===== src/rtl/ucaspian_pkt_encoder.sv =====
// Packet encoder between ucaspian_core status/event outputs and the host-link TX FIFO.
// Arbitrates pending events in IDLE, snapshots the payload, and streams it over a valid/ready byte port.
//
// state | meaning
// IDLE  | waiting for a request; highest-priority one is snapshotted into the shift buffer
// SEND  | presenting buffered bytes on tx_data/tx_vld until the last one is accepted
// DONE  | one-cycle completion strobe for the served level source
module ucaspian_pkt_encoder (
    input  logic        clk,
    input  logic        reset,
    input  logic [7:0]  output_fire_addr,
    input  logic        output_fire_waiting,
    output logic        output_fire_sent,
    input  logic [31:0] time_current,
    input  logic        time_update,
    output logic        time_sent,
    input  logic [7:0]  metric_value,
    input  logic        metric_send,
    input  logic        clear_done,
    output logic        ack_sent,
    input  logic        config_done,
    output logic [7:0]  tx_data,
    output logic        tx_vld,
    input  logic        tx_rdy,
    output logic        busy,
    output logic        metric_overrun
);

    typedef enum logic [1:0] {ST_IDLE, ST_SEND, ST_DONE} state_t;
    typedef enum logic [2:0] {SRC_CLEAR, SRC_CONFIG, SRC_METRIC, SRC_TIME, SRC_FIRE} src_t;

    state_t      state_q, state_d;
    src_t        src_q, src_d;
    logic [2:0]  idx_q, idx_d;
    logic [2:0]  len_q, len_d;
    logic [39:0] buf_q, buf_d;
    logic [7:0]  metric_val_q, metric_val_d;
    logic        metric_pend_q, metric_pend_d;
    logic        metric_new_q, metric_new_d;
    logic        metric_overrun_q, metric_overrun_d;
    logic [7:0]  cfg_pend_q, cfg_pend_d;
    logic        cfg_done_prev_q, cfg_done_prev_d;

    logic xfer;
    logic last_xfer;
    logic snap_metric;
    logic cfg_rise;
    logic cfg_fin;
    logic met_fin;

    assign xfer      = (state_q == ST_SEND) && tx_rdy;
    assign last_xfer = xfer && (idx_q == (len_q - 3'd1));
    assign cfg_rise  = config_done && !cfg_done_prev_q;
    assign cfg_fin   = last_xfer && (src_q == SRC_CONFIG);
    assign met_fin   = last_xfer && (src_q == SRC_METRIC);

    always_comb begin
        state_d     = state_q;
        src_d       = src_q;
        idx_d       = idx_q;
        len_d       = len_q;
        buf_d       = buf_q;
        snap_metric = 1'b0;
        case (state_q)
            ST_IDLE: begin
                state_d = ST_SEND;
                idx_d   = 3'd0;
                if (clear_done) begin
                    src_d = SRC_CLEAR;
                    len_d = 3'd1;
                    buf_d = {8'h01, 32'h0};
                end else if (cfg_pend_q != 8'd0) begin
                    src_d = SRC_CONFIG;
                    len_d = 3'd1;
                    buf_d = {8'h02, 32'h0};
                end else if (metric_pend_q) begin
                    src_d       = SRC_METRIC;
                    len_d       = 3'd2;
                    buf_d       = {8'h03, metric_val_q, 24'h0};
                    snap_metric = 1'b1;
                end else if (time_update) begin
                    src_d = SRC_TIME;
                    len_d = 3'd5;
                    buf_d = {8'h05, time_current};
                end else if (output_fire_waiting) begin
                    src_d = SRC_FIRE;
                    len_d = 3'd2;
                    buf_d = {8'h04, output_fire_addr, 24'h0};
                end else begin
                    state_d = ST_IDLE;
                end
            end
            ST_SEND: begin
                if (xfer) begin
                    buf_d = {buf_q[31:0], 8'h00};
                    idx_d = idx_q + 3'd1;
                    if (last_xfer) state_d = ST_DONE;
                end
            end
            ST_DONE: state_d = ST_IDLE;
            default: state_d = ST_IDLE;
        endcase
    end

    // A metric arriving after the snapshot keeps metric_pend set past the current packet.
    always_comb begin
        metric_val_d     = metric_send ? metric_value : metric_val_q;
        metric_new_d     = metric_send ? 1'b1 : (snap_metric ? 1'b0 : metric_new_q);
        metric_pend_d    = metric_send ? 1'b1 : (met_fin ? metric_new_q : metric_pend_q);
        metric_overrun_d = metric_overrun_q | (metric_send & metric_pend_q);
        cfg_done_prev_d  = config_done;
        cfg_pend_d       = cfg_pend_q;
        if (cfg_rise && !cfg_fin && (cfg_pend_q != 8'hFF)) begin
            cfg_pend_d = cfg_pend_q + 8'd1;
        end else if (cfg_fin && !cfg_rise && (cfg_pend_q != 8'h00)) begin
            cfg_pend_d = cfg_pend_q - 8'd1;
        end
    end

    always_ff @(posedge clk) begin
        if (reset) begin
            state_q          <= ST_IDLE;
            src_q            <= SRC_CLEAR;
            idx_q            <= 3'd0;
            len_q            <= 3'd0;
            buf_q            <= 40'h0;
            metric_val_q     <= 8'h00;
            metric_pend_q    <= 1'b0;
            metric_new_q     <= 1'b0;
            metric_overrun_q <= 1'b0;
            cfg_pend_q       <= 8'h00;
            cfg_done_prev_q  <= 1'b0;
        end else begin
            state_q          <= state_d;
            src_q            <= src_d;
            idx_q            <= idx_d;
            len_q            <= len_d;
            buf_q            <= buf_d;
            metric_val_q     <= metric_val_d;
            metric_pend_q    <= metric_pend_d;
            metric_new_q     <= metric_new_d;
            metric_overrun_q <= metric_overrun_d;
            cfg_pend_q       <= cfg_pend_d;
            cfg_done_prev_q  <= cfg_done_prev_d;
        end
    end

    assign tx_vld           = (state_q == ST_SEND);
    assign tx_data          = (state_q == ST_SEND) ? buf_q[39:32] : 8'h00;
    assign busy             = (state_q != ST_IDLE);
    assign ack_sent         = (state_q == ST_DONE) && (src_q == SRC_CLEAR);
    assign time_sent        = (state_q == ST_DONE) && (src_q == SRC_TIME);
    assign output_fire_sent = (state_q == ST_DONE) && (src_q == SRC_FIRE);
    assign metric_overrun   = metric_overrun_q;

endmodule


===== config.mk =====
export PLATFORM = sky130hd
export DESIGN_NAME = ucaspian_pkt_encoder
export DESIGN_NICKNAME = d
export VERILOG_FILES = /design/src/rtl/ucaspian_pkt_encoder.sv
export SDC_FILE = /design/constraint.sdc
export NUM_CORES = 1
export LEC_CHECK = 0
export ABC_AREA = 1
export BUFFER_PORTS_ARGS = -buffer_cell sky130_fd_sc_hd__buf_2
export CORE_ASPECT_RATIO = 0.9
export CORE_MARGIN = 2
export CORE_UTILIZATION = 25
export CTS_CLUSTER_SIZE = 10
export DETAILED_ROUTE_END_ITERATION = 8
export PLACE_DENSITY = 0.43
export REMOVE_ABC_BUFFERS = 1
export SYNTH_ARGS = -nofsm -noshare
export SYNTH_HDL_FRONTEND = slang
export SYNTH_SLANG_ARGS = --single-unit

===== constraint.sdc =====
create_clock -name clk -period 3 [get_ports clk]
set_clock_uncertainty 0.1 [all_clocks]
set_input_delay 0.15 -clock clk [delete_from_list [all_inputs] [get_ports clk]]
set_output_delay 0.15 -clock clk [all_outputs]
set_load 0.1 [all_outputs]

==> results.env <==
NUMBER_OF_GLOBAL_ROUTE_VIAS_BEFORE_REPAIR=3454
DETAIL_ROUTE.WL_PER_CELL_UM=13.3
NETLIST_AREA_MM2=0.00369
PIN_COUNT_OF_THE_BIGGEST_NET_ENTERING_GLOBAL_ROUTING=46
CTS.SINK_COUNT=71
WORST_PIN_SLEW_NS=0.639
TIMING_HOLD_VIOLATIONS_FINAL=0
WORST_IR_DROP_VDD_uV=279
DESIGN_POWER_TOTAL_W=0.00266
GRT_ANTENNA_BEFORE_REPAIR=0
TIMING_MAX_TRANSITION_VIOLATIONS_FINAL=0
ROUTE.FINAL.WIRE_LENGTH_UM=10500
TIMING.CRITICAL_PATH.MAX_DELAY_FAMILY='simple AND/OR/NAND/NOR gates'
CP-STARTPOINT='len_q[0]$_SDFFE_PP0P_'
PLACEMENT.SETUP.WORST_SLACK_NS=0.307
FINAL_LAYOUT_SIZE_SUFFIX_GT1_SHARE_PCT=20.4
WORSTREG2REGEND='cfg_pend_q[7]$_SDFFE_PP0P_'
HOLD_START='time_current[10]'
FIN_SETUP_TNS_NS=0
SEQUENCE_OF_CELLS_ON_THE_CRITICAL_PATH='inv_1 -> ha_1 -> inv_1 -> nand2_1 -> nand2_1 -> nor2_1 -> nand4_1 -> nand2_4 -> ha_1 -> a21oi_1 -> nand2_1 -> a21oi_1 -> inv_1 -> nand2_1 -> nand3_1 -> nand2_1 -> inv_1 -> nor2_1'
WORSTPATHREQUIRED_NS=3.17
DELAY_OF_THE_SLOWEST_CELL_ON_THE_WORST_PATH_NS=0.34
REMAINING_DRC_ERRORS=0
VIA_COUNT=3504
INITIAL_UTILIZATION_PCT=25.4
MIN_PERIOD_NS=2.67
POSTSYNTHREGISTERBITS=71
IO_BUFFER_COUNT=69
CRITICAL_PATH.MOST_COMMON_CELL='sky130_fd_sc_hd__nand2_1'
SYNTHESIS.INSTANCES=509
CLOCK_LATENCY_NS=0.33
WORST_SLEW_MARGIN_REL_PCT=57.4
FINAL.SETUP.WORST_SLACK_NS=0.333
WORST_HOLD_PATH_TYPE='in -> reg'
WORSTPATHARRIVAL_NS=2.84
GRT_PASS1_WL_UM=17400
CLK_ROOT_BUFFER_CELL='sky130_fd_sc_hd__clkbuf_16'
ROUTE.DETAILED.VIAS_PER_INST=4.42
PLACE.DETAILED.HPWL_UM=7160
TOP_LEVEL_PORTS=70
FINALSETUPVIOLATIONS=0
SYN2LAYOUT_AREA_GROWTH_PCT=26.4
TIMING.MAX_CAP.VIOLATIONS=0
PLACE.GP.CONGESTION=0.731
FIRST_ITER_VIOLATIONS=186
COREAREA_MM2=0.0146
DIEWIDTH_UM=132
YS.WARNINGS.COUNT=0
NUMBER_OF_BUFFERS_INSERTED_DURING_CLOCK_TREE_SYNTHESIS=9
RSZ_0062_RAISED_AFTER_GLOBAL_ROUTING='no'
FF2FF_SETUP_SLACK_NS=0.33
NUMBER_OF_ITERATIONS_IN_THE_FIRST_DETAILED_ROUTING_PASS=4
CRIT-REG2REG-LAUNCH='len_q[0]$_SDFFE_PP0P_'
DIE_HEIGHT_UM=119
DIE-AREA_MM2=0.0158
DPL.CELL_COUNT=758
CLOCK_PATH_BUFFERS=2
NUMBER_OF_BUFFERS_ADDED_FOR_SETUP_AFTER_CTS=0
RR_WORST_DEPTH=18
PATH_BUF_INV=4
CRITICAL_PATH.ENDPOINT_TYPE='flip-flop'
WORST_SETUP_HOLD_PATH_CLK_SLEW_NS=0.05
MOSTFREQUENTLAYOUTCELL='sky130_fd_sc_hd__nand2_1'
SLOWEST_STAGE='sky130_fd_sc_hd__dfxtp_1'
CTS-HTREE-LEVELS=3
TIMING_WORST_SETUP_PATH_TYPE='reg -> reg'
FINAL_NET_COUNT=656
FIN_CELLS=792
CRITPATHCAPTURE='cfg_pend_q[7]$_SDFFE_PP0P_'
LAYOUT_COMMON_CELLS='sky130_fd_sc_hd__nand2_1 (106), sky130_fd_sc_hd__dfxtp_1 (71), sky130_fd_sc_hd__buf_2 (69)'
PLACEMENT_ROWS=42
FMAXACHIEVABLE_GHz=0.375
GLOBAL_ROUTE_OVERFLOW=0
POWER_LEAKAGE_nW=1.99
ROUTE.ANTENNA.REMAINING_NETS=0
YOSYSUNIQUECELLTYPES=39
POWER_DENSITY_mW_PER_MM2=569
FINALCRITPERIODSHARE_PCT=88.9
OUTCOME='finished, final reports clean'
SYNTH_AREA_PER_CELL_UM2=7.26
SYNTH.YOSYS.SEQ_AREA_SHARE_PCT=38.5
GR-USAGE-ALL-LAYERS_PCT=14.0
INSERTEDDIODECOUNT=0
STARTPOINT_TYPE='flip-flop'
CRIT_PATH_MAX_FANOUT=10
CTS_TREE='built'
CRITICAL_PATH_CELL_COUNT=18
-- repair_timing --
item                                    CTS  global route
hold buffers                             20             0
endpoints found under the setup margin    0             1
gates resized for setup                   0             1
hold endpoints to repair                 20             0
-- worst reg2reg max path: stages (launching register included) --
cell                      delay (ns)
sky130_fd_sc_hd__dfxtp_1        0.34
sky130_fd_sc_hd__inv_1          0.06
sky130_fd_sc_hd__ha_1           0.29
sky130_fd_sc_hd__inv_1          0.04
sky130_fd_sc_hd__nand2_1        0.07
sky130_fd_sc_hd__nand2_1        0.05
sky130_fd_sc_hd__nor2_1         0.11
sky130_fd_sc_hd__nand4_1        0.18
sky130_fd_sc_hd__nand2_4        0.18
sky130_fd_sc_hd__ha_1           0.30
sky130_fd_sc_hd__a21oi_1        0.16
sky130_fd_sc_hd__nand2_1        0.12
sky130_fd_sc_hd__a21oi_1        0.20
sky130_fd_sc_hd__inv_1          0.06
sky130_fd_sc_hd__nand2_1        0.08
sky130_fd_sc_hd__nand3_1        0.07
sky130_fd_sc_hd__nand2_1        0.07
sky130_fd_sc_hd__inv_1          0.03
sky130_fd_sc_hd__nor2_1         0.09
-- cell families after synthesis --
kind of cell | Yosys count | share of synthesized area, %
AND/OR/NAND/NOR | 229 | 28.5
AO/OA/AOI/OAI | 130 | 20.2
flip-flops | 71 | 38.5
buffers and inverters | 65 | 8.33
adder cells (fa/ha/maj) | 9 | 3.25
XOR/XNOR | 5 | 1.19
-- layer usage --
metal / vias to the layer above / wire length [um] / track usage [%]
met4: 0 / 87 / 3.46
met1: 1566 / 5360 / 18.5
met3: 9 / 488 / 4.34
met5: - / 0 / 0
met2: 73 / 4610 / 22.0
li1: 1856 / - / -
-- registers in the layout, indices dropped and copies added (netlist names) --
name             count
buf_q               40
cfg_pend_q           8
metric_val_q         8
idx_q                3
len_q                3
src_q                3
state_q              2
cfg_done_prev_q      1
metric_new_q         1
metric_overrun       1
metric_pend_q        1
-- layout make-up --
type / instances / area, um^2
clock buffers: 14 / 284
fillers: 1615 / 9890
inverters: 41 / 156
multi-input cells: 373 / 1970
flip-flops and latches: 71 / 1420
well taps: 198 / 248
repair buffers: 95 / 591
-- cell usage after synthesis (all sizes together) --
master / count / share of area [%]
nand2: 119 / 14
nor2: 76 / 9.4
dfxtp: 71 / 38
o21ai: 57 / 8.0
a21oi: 53 / 8.0
inv: 40 / 4.1
nand4: 15 / 2.5
clkbuf: 14 / 1.4
nand3: 14 / 2.2
buf: 10 / 2.7
ha: 8 / 2.7
a211oi: 7 / 1.4
a31oi: 5 / 0.85
nor4: 3 / 0.51
xnor2: 3 / 0.71
a22o: 2 / 0.47
o211a: 2 / 0.54
xor2: 2 / 0.47
a221oi: 1 / 0.24
a32oi: 1 / 0.24
clkinv: 1 / 0.10
fa: 1 / 0.54
nor3: 1 / 0.14
nor3b: 1 / 0.20
o21a: 1 / 0.20
o41ai: 1 / 0.24
-- through the flow --
step	utilization, %	instance area, um^2	hold slack, ns
2_1_floorplan	-	3540	0.112
3_3_place_gp	28.7	4180	0.272
3_5_place_dp	28.7	4180	0.279
4_1_cts	32.1	4670	0.0783
5_1_grt	32.1	4670	0.0988
6_report	32.1	4670	0.0859
-- power breakdown --
part	internal, W	total, W	switching, W
Clock	0.000641	0.00102	0.000380
Combinational	0.000195	0.000580	0.000385
Sequential	0.00101	0.00106	0.0000467
Total	0.00185	0.00266	0.000812
-- worst min-delay path by stage --
stage                                   endpoint  slack (ns)  cells after the start
floorplan                 buf_q[19]$_SDFFE_PP0P_        0.11                      1
global placement      cfg_done_prev_q$_SDFF_PP0_        0.27                      3
detailed placement  metric_val_q[6]$_SDFFE_PP0P_        0.28                      3
CTS                    metric_overrun$_SDFF_PP0_        0.08                      3
global route              buf_q[10]$_SDFFE_PP0P_         0.1                      4
finish                    buf_q[10]$_SDFFE_PP0P_        0.09                      4
Power figures use the tool's default switching activity.
